File: src/rtl/vc_writer.sv
// vc_writer: pops packets from a show-ahead ingress FIFO and routes each one
// into one of four virtual-channel FIFOs selected by the top two data bits.
// A single hold register decouples the ingress pop from the VC push.
// Head-of-line stall on a full VC. Per-VC packet counters wrap silently.
module vc_writer #(
    parameter int DATA_WIDTH = 6,
    parameter int CNT_WIDTH  = 5
) (
    input  logic                  clk,
    input  logic                  rst,
    input  logic                  enb,
    input  logic                  in_empty,
    input  logic [DATA_WIDTH-1:0] in_data,
    output logic                  in_pop,
    input  logic                  full_vchannel0,
    input  logic                  full_vchannel1,
    input  logic                  full_vchannel2,
    input  logic                  full_vchannel3,
    output logic                  push_vchannel0,
    output logic                  push_vchannel1,
    output logic                  push_vchannel2,
    output logic                  push_vchannel3,
    output logic [DATA_WIDTH-1:0] data_vchannel,
    output logic [CNT_WIDTH-1:0]  cnt_vchannel0,
    output logic [CNT_WIDTH-1:0]  cnt_vchannel1,
    output logic [CNT_WIDTH-1:0]  cnt_vchannel2,
    output logic [CNT_WIDTH-1:0]  cnt_vchannel3,
    output logic [1:0]            state,
    output logic                  idle
);

    typedef enum logic [1:0] {
        IDLE   = 2'b00,
        LOADED = 2'b01,
        STALL  = 2'b10
    } state_e;

    state_e                state_q, state_d;
    logic [DATA_WIDTH-1:0] hold_data_q, hold_data_d;
    logic                  hold_valid_q, hold_valid_d;
    logic [3:0]            push_q;
    logic [DATA_WIDTH-1:0] data_q;
    logic [CNT_WIDTH-1:0]  cnt_q [4];

    logic [3:0]            full_vec;
    logic [1:0]            dest;
    logic [1:0]            dest_d;
    logic                  fire;

    assign full_vec = {full_vchannel3, full_vchannel2, full_vchannel1, full_vchannel0};
    assign dest     = hold_data_q[DATA_WIDTH-1 -: 2];

    // The held packet leaves whenever its VC has room; a pop may refill the
    // hold register in the same cycle it drains, giving one packet per cycle.
    assign fire   = enb & hold_valid_q & ~full_vec[dest];
    assign in_pop = enb & ~rst & ~in_empty & (~hold_valid_q | fire);

    // Next hold contents and the FSM class derived from them.
    always_comb begin
        // NOTE: every always_comb output gets a default first so no path
        // leaves it unassigned and a latch is never inferred.
        hold_data_d  = hold_data_q;
        hold_valid_d = hold_valid_q;
        state_d      = IDLE;
        if (in_pop) begin
            hold_data_d  = in_data;
            hold_valid_d = 1'b1;
        end else if (fire) begin
            hold_valid_d = 1'b0;
        end
        dest_d = hold_data_d[DATA_WIDTH-1 -: 2];
        if (hold_valid_d) begin
            state_d = full_vec[dest_d] ? STALL : LOADED;
        end
    end

    // Hold register, FSM state, push strobes, write data and counters.
    always_ff @(posedge clk) begin
        // NOTE: sequential state uses non-blocking assignments so every
        // register samples pre-edge values regardless of statement order.
        if (rst) begin
            state_q      <= IDLE;
            hold_data_q  <= '0;
            hold_valid_q <= 1'b0;
            push_q       <= '0;
            data_q       <= '0;
            // NOTE: the counter array is small and architecturally visible,
            // so it is cleared explicitly rather than left to power-up value.
            for (int i = 0; i < 4; i++) begin
                cnt_q[i] <= '0;
            end
        end else begin
            push_q <= fire ? (4'b0001 << dest) : 4'b0000;
            if (fire) begin
                data_q      <= hold_data_q;
                cnt_q[dest] <= cnt_q[dest] + 1'b1;
            end
            if (enb) begin
                hold_data_q  <= hold_data_d;
                hold_valid_q <= hold_valid_d;
                state_q      <= state_d;
            end
        end
    end

    assign push_vchannel0 = push_q[0];
    assign push_vchannel1 = push_q[1];
    assign push_vchannel2 = push_q[2];
    assign push_vchannel3 = push_q[3];
    assign data_vchannel  = data_q;
    assign cnt_vchannel0  = cnt_q[0];
    assign cnt_vchannel1  = cnt_q[1];
    assign cnt_vchannel2  = cnt_q[2];
    assign cnt_vchannel3  = cnt_q[3];
    assign state          = state_q;
    assign idle           = (state_q == IDLE) && in_empty;

endmodule

File: config.mk
export PLATFORM = sky130hd
export DESIGN_NAME = vc_writer
export DESIGN_NICKNAME = d
export VERILOG_FILES = /design/src/rtl/vc_writer.sv
export SDC_FILE = /design/constraint.sdc
export NUM_CORES = 1
export LEC_CHECK = 0
export ABC_CLOCK_PERIOD_IN_PS = 2200
export CAP_MARGIN = 20
export CORE_MARGIN = 1.5
export CORE_UTILIZATION = 43
export CTS_CLUSTER_DIAMETER = 40
export CTS_CLUSTER_SIZE = 24
export DETAILED_ROUTE_END_ITERATION = 12
export PLACE_DENSITY = 0.76
export SLEW_MARGIN = 15
export SYNTH_ARGS = -nofsm -noshare
export SYNTH_HDL_FRONTEND = slang
export SYNTH_SLANG_ARGS = --single-unit
File: constraint.sdc
create_clock -name clk -period 2.2 [get_ports clk]
set_input_delay 0.44 -clock clk [delete_from_list [all_inputs] [get_ports clk]]
set_output_delay 0.44 -clock clk [all_outputs]
set_load 0.01 [all_outputs]
==> results of run 1 <==
==> cells in the mapped netlist <==
master and number:
or3_2 1, nor3_1 4, a21oi_1 3, a21o_1 1, or3_1 1, mux2_2 1, o21ai_1 1, clkbuf_1 5
ha_1 1, and2_1 2, nand2_1 10, nand3_1 4, dfxtp_1 21, a21oi_4 1, buf_1 1, nand2b_1 9
nor3b_1 2, o21ai_0 4, nor2_1 24, inv_1 6, buf_6 1, a22o_1 1, mux4_2 7, xnor2_1 1
mux2i_1 7, edfxtp_1 20, nor4_1 3, or3b_2 1, xor2_1 2, a222oi_1 1, o31ai_1 1, o21ba_2 1
==> sequential cells by signal (all words and copies together) (netlist names), named ones only <==
signal         flops
hold_valid_q       1
cnt_q             20
hold_data_q        6
push_q             4
state              2
data_vchannel      6
==> worst register-to-register path, stage by stage, from the launching register on <==
cell	delay, ps
dfxtp_2	350
mux4_2	530
a21oi_4	180
mux2i_2	280
mux4_2	540
a22o_1	190
==> layout make-up <==
type	count	area, um2	area share [%]
well taps	48	60.06	2.369
flip-flops and latches	41	1023	40.38
clock inverters	1	5.005	0.1974
inverters	6	22.52	0.8885
clock buffers	7	76.32	3.011
multi-input cells	94	676.9	26.70
repair buffers	74	670.6	26.46
==> worst paths after layout <==
kind              slack, ps                     endpoint  depth (start not counted)                         from
hold reg to reg         470  hold_data_q[0]$_SDFFE_PP0P_                          2  hold_data_q[0]$_SDFFE_PP0P_
setup / recovery         30        state[1]$_SDFFE_PP0P_                          5  hold_data_q[4]$_SDFFE_PP0P_
setup reg to reg         30        state[1]$_SDFFE_PP0P_                          5  hold_data_q[4]$_SDFFE_PP0P_
hold / removal          470  hold_data_q[0]$_SDFFE_PP0P_                          2  hold_data_q[0]$_SDFFE_PP0P_
==> logic make-up (layout without fill, tap and decap cells) <==
kind of cell	Yosys count	after routing	share of synthesized area (%)
mux	15	15	13.67
buf+inv	13	88	3.221
flops	41	41	58.41
simple gates	61	61	16.75
compound gates	14	14	5.727
xor+xnor	3	3	1.503
fa+ha+maj	1	1	0.7157
==> repair_timing <==
item / 4_1_cts / 5_1_grt
hold endpoints to repair: 0 / 0
buffers inserted: 2 / 0
pin swaps: 3 / 2
resized for setup: 13 / 1
setup endpoints to repair: 3 / 9
==> routing by layer <==
metal | vias to the layer above | track usage [%] | routed length (um)
met2 | 65 | 34.00 | 1980
met3 | 7 | 4.730 | 259
met1 | 658 | 24.01 | 1605
met4 | 0 | 8.673 | 82
li1 | 670 | - | -
met5 | - | 0 | 0
==> power groups by stage <==
stage,logic (mW),registers (mW),clock network (mW)
3_5_place_dp,0.186,0.857,0
5_1_grt,0.201,0.842,0.510
6_report,0.186,0.839,0.468
3_3_place_gp,0.181,0.855,0
4_1_cts,0.186,0.839,0.478
2_1_floorplan,0.0781,0.860,0
==> results.sh, run 1 <==
export IMPL_synth_area_leaders="edfxtp_1, dfxtp_1, mux4_2"
export IMPL_io_buffers=47
export IMPL_worstPathArrival_ps=2360
export IMPL_switchingPower_mw=0.3436
export IMPL_area_growth_pct=45.03
export IMPL_gp_congestion=0.8494
export IMPL_rsz0062_at_grt="yes"
export IMPL_dieHeight_um=66.76
export IMPL_synth_area_um2=1748
export IMPL_yosysUniqueCellTypes=32
export IMPL_postCtsHoldBufs=0
export IMPL_numPlacedInstances=261
export IMPL_grt_pass1_wl_um=6444
export IMPL_p_clk_share_pct=31.3
export IMPL_hold_slack_ps=474.1
export IMPL_wl_um=3928
export IMPL_fin_crit_ps=2171
export IMPL_final_common_cell="clkdlybuf4s50_1"
export IMPL_yosysTopAreaCell="edfxtp_1"
export IMPL_hp_class="register to register"
export IMPL_ys_seq_area_share_pct=58.41
export IMPL_slowest_delay_ps=540
export IMPL_critical_path_top_delay_family="multiplexers"
export IMPL_p_leak_nw=1.019
export IMPL_drt_drc_violations_left=0
export IMPL_power_internal_mw=1.149
export IMPL_core_area_um2=3771
export IMPL_start_util_pct=46.35
export IMPL_slowest_stage="mux4_2"
export IMPL_grt_ovfl_total=0
export IMPL_finalClockSkew_ps=4.319
export IMPL_drtAntennaViolNets=0
export IMPL_status="finished, final reports clean"
export IMPL_diodes=0
export IMPL_initialDrtViolationCount=67
export IMPL_power_mw=1.493
export IMPL_final_core_util_pct=67.22
export IMPL_via_count=1400
export IMPL_grt_pass1_vias=1404
export IMPL_cts_root_buf="clkbuf_8"
export IMPL_cts_sinks=41
export IMPL_finalCritPeriodShare_pct=98.70
export IMPL_cp_required_ps=2390
export IMPL_layout_cells_non_filler=271
export IMPL_clk_latency_ps=290
export IMPL_max_slew_margin_pct=71.31
export IMPL_chipWidth_um=66.76
export IMPL_die_area_um2=4456
export IMPL_final_area_um2=2535
export IMPL_setup_ws_ps=28.51
export IMPL_preCtsSetupSlack_ps=-507.7
export IMPL_placed_area_um2=2437
export IMPL_max_freq_mhz=460.5
export IMPL_nFillCells=283
export IMPL_synthCells=148
export IMPL_finalHoldViolCount=0
export IMPL_path_common_cell="mux4_2"
export IMPL_cp_start_kind="register"
export IMPL_avgSynthCellArea_um2=11.81
export IMPL_combPwrFrac_pct=12.5
export IMPL_path_cells="mux4_2, a21oi_4, mux2i_2, mux4_2, a22o_1"
export IMPL_crit_fanout=3
export IMPL_maxCapViolCount=0
export IMPL_hpwl_um=2949
export IMPL_viasPerCell=5.166
export IMPL_yosysWarnings=0
export IMPL_numCtsBuffers=5
export IMPL_power_density_nw_per_um2=589.0
export IMPL_layout_common_cells="clkdlybuf4s50_1, buf_4, nor2_1"
export IMPL_path_buf_inv=0
export IMPL_nNetsFinal=237
export IMPL_grt_max_degree=31
export IMPL_rows=22
export IMPL_path_class="register to register"
export IMPL_clkTransAtPathRegs_ps=70
export IMPL_critPathCaptureType="register"
export IMPL_antenna_found_initial=0
export IMPL_grt_usage_pct=19.97
export IMPL_htreeDepth=2
export IMPL_swShare_pct=23.01
export IMPL_ir_drop_mv=0.4338
export IMPL_fin_setup_tns_ps=0
export IMPL_yosys_area_top_type_share_pct=34.36
export IMPL_setup_violations=0
export IMPL_wl_per_cell_um=14.49
export IMPL_slew_viol_final=0
export IMPL_first_pass_iters=4
export IMPL_syn_num_nets=163
export IMPL_clock_path_buffers=2
export IMPL_seqPwrFrac_pct=56.2
export IMPL_ios=48
export IMPL_tightest_slew_ps=426.5
export IMPL_cts_tree="done"
export IMPL_synth_seq_cells=41
export IMPL_layout_drive_gt1_share_pct=21.52
Power figures use the tool's default switching activity.
==> run 2: changes to the inputs <==
==> constraint.sdc (replaced) <==
create_clock -name clk -period 2.2 [get_ports clk]
set_input_delay 0.33 -clock clk [delete_from_list [all_inputs] [get_ports clk]]
set_output_delay 0.33 -clock clk [all_outputs]
set_load 0.01 [all_outputs]
==> results.sh, run 2 (synthesis gave the netlist of run 1 again) <==
export IMPL_status="finished, violations left"
export IMPL_violations="setup timing"
export IMPL_ios=48
export IMPL_grt_usage_pct=20.64
export IMPL_r2r_start="hold_data_q[4]$_SDFFE_PP0P_"
export IMPL_ir_drop_mv=0.4744
export IMPL_rows=22
export IMPL_wl_um=4085
export IMPL_preCtsSetupSlack_ps=-412.0
export IMPL_seqPwrFrac_pct=53.5
export IMPL_fin_setup_tns_ps=-8.995
export IMPL_register_area_um2=1023
export IMPL_layout_common_cells="clkdlybuf4s50_1, nor2_1, buf_4"
export IMPL_setup_ws_ps=-8.995
export IMPL_power_density_nw_per_um2=617.3
export IMPL_htreeDepth=2
export IMPL_grt_max_degree=31
export IMPL_numPlacedInstances=258
export IMPL_max_freq_mhz=452.7
export IMPL_placed_area_um2=2415
export IMPL_power_mw=1.571
export IMPL_hpwl_um=3032
export IMPL_slew_viol_final=0
export IMPL_chipWidth_um=66.76
export IMPL_cts_tree="done"
export IMPL_tightest_slew_ps=428.8
export IMPL_regMostFlops="cnt_q"
export IMPL_nFillCells=284
export IMPL_crit_fanout=2
export IMPL_clk_latency_ps=300
export IMPL_power_internal_mw=1.219
export IMPL_p_clk_share_pct=34.4
export IMPL_grt_ovfl_total=0
export IMPL_path_class="input port to register"
export IMPL_first_pass_iters=5
export IMPL_min_from="hold_data_q[0]$_SDFFE_PP0P_"
export IMPL_wl_per_cell_um=15.24
export IMPL_initialDrtViolationCount=57
export IMPL_die_area_um2=4456
export IMPL_antenna_found_initial=0
export IMPL_largest_reg_flops=20
export IMPL_area_growth_pct=45.60
export IMPL_grt_pass1_vias=1394
export IMPL_drtAntennaViolNets=0
export IMPL_cts_sinks=41
export IMPL_core_area_um2=3771
export IMPL_nNetsFinal=234
export IMPL_combPwrFrac_pct=12.1
export IMPL_cts_root_buf="clkbuf_8"
export IMPL_finalClockSkew_ps=9.733
export IMPL_diodes=0
export IMPL_maxCapViolCount=0
export IMPL_final_area_um2=2545
export IMPL_finalHoldViolCount=0
export IMPL_via_count=1394
export IMPL_finalCritPeriodShare_pct=100.4
export IMPL_grt_pass1_wl_um=6603
export IMPL_fin_crit_ps=2209
export IMPL_layout_cells_non_filler=268
export IMPL_multi_input_area_um2=685.7
export IMPL_gp_congestion=0.8375
export IMPL_dieHeight_um=66.76
export IMPL_crit_path_start="rst"
export IMPL_worstPathArrival_ps=2400
export IMPL_numCtsBuffers=5
export IMPL_io_buffers=47
export IMPL_p_leak_nw=1.025
export IMPL_hp_class="register to register"
export IMPL_drt_drc_violations_left=0
export IMPL_rsz0062_at_grt="yes"
export IMPL_cp_start_kind="input port"
export IMPL_swShare_pct=22.38
export IMPL_layout_drive_gt1_share_pct=20.91
export IMPL_viasPerCell=5.201
export IMPL_switchingPower_mw=0.3516
export IMPL_final_common_cell="clkdlybuf4s50_1"
export IMPL_final_core_util_pct=67.49
export IMPL_start_util_pct=46.35
export IMPL_clkTransAtPathRegs_ps=70
export IMPL_cp_required_ps=2390
export IMPL_critPathCaptureType="register"
export IMPL_max_slew_margin_pct=71.41
export IMPL_clock_path_buffers=2
export IMPL_hold_slack_ps=479.0
export IMPL_postCtsHoldBufs=0
export IMPL_setup_violations=1
[run 2: cell count changes in the layout (fill, tap and decap cells not counted)]
cell / change
mux2i_4: +1
dlymetal6s2s_1: +1
clkbuf_1: -1
clkdlybuf4s50_1: +2
clkdlybuf4s15_1: -3
clkbuf_16: +1
mux2i_2: -1
buf_4: -3
[run 2: critical path, stage by stage]
cell and delay (ps):
clkdlybuf4s50_1 440, or3b_4 440, a21oi_4 180, mux2i_4 280, mux4_2 540, a22o_1 190
[run 2: layer usage]
metal  vias up  global-route usage, %  routed length (um)
li1        665                      -                   -
met1       667                  23.71                1667
met2        58                  36.75                2153
met3         4                  5.743                 230
met4         0                  6.888                  34
met5         -                      0                   0
[run 2: path summary, 6_finish.rpt]
| kind | end | slack [ps] | cells after the start |
|---|---|---|---|
| worst max-delay path | state[1]$_SDFFE_PP0P_ | -9 | 6 |
| worst min-delay path | hold_data_q[0]$_SDFFE_PP0P_ | 480 | 2 |
| worst max register to register | state[1]$_SDFFE_PP0P_ | 20 | 5 |
| worst min register to register | hold_data_q[0]$_SDFFE_PP0P_ | 480 | 2 |
[run 2: cell type report]
type	count	share of cell area [%]
multi-input combinational	94	26.94
sequential	41	40.22
clock buffer	7	3.835
inverter	6	0.8850
clock inverter	1	0.1967
timing repair buffer	71	25.57
tap	48	2.360
[run 2: power by group through the flow]
stage / registers [mW] / logic, mW / clock network (mW)
2_1_floorplan: 0.860 / 0.0781 / 0
3_3_place_gp: 0.855 / 0.180 / 0
3_5_place_dp: 0.858 / 0.186 / 0
4_1_cts: 0.840 / 0.186 / 0.549
5_1_grt: 0.843 / 0.204 / 0.589
6_report: 0.840 / 0.190 / 0.541
[run 2: repair_timing]
action                     in CTS  in global routing
setup endpoints to repair       3                  5
setup buffers                   1                  1
pin swaps                       1                  1
gates resized for setup         6                  4
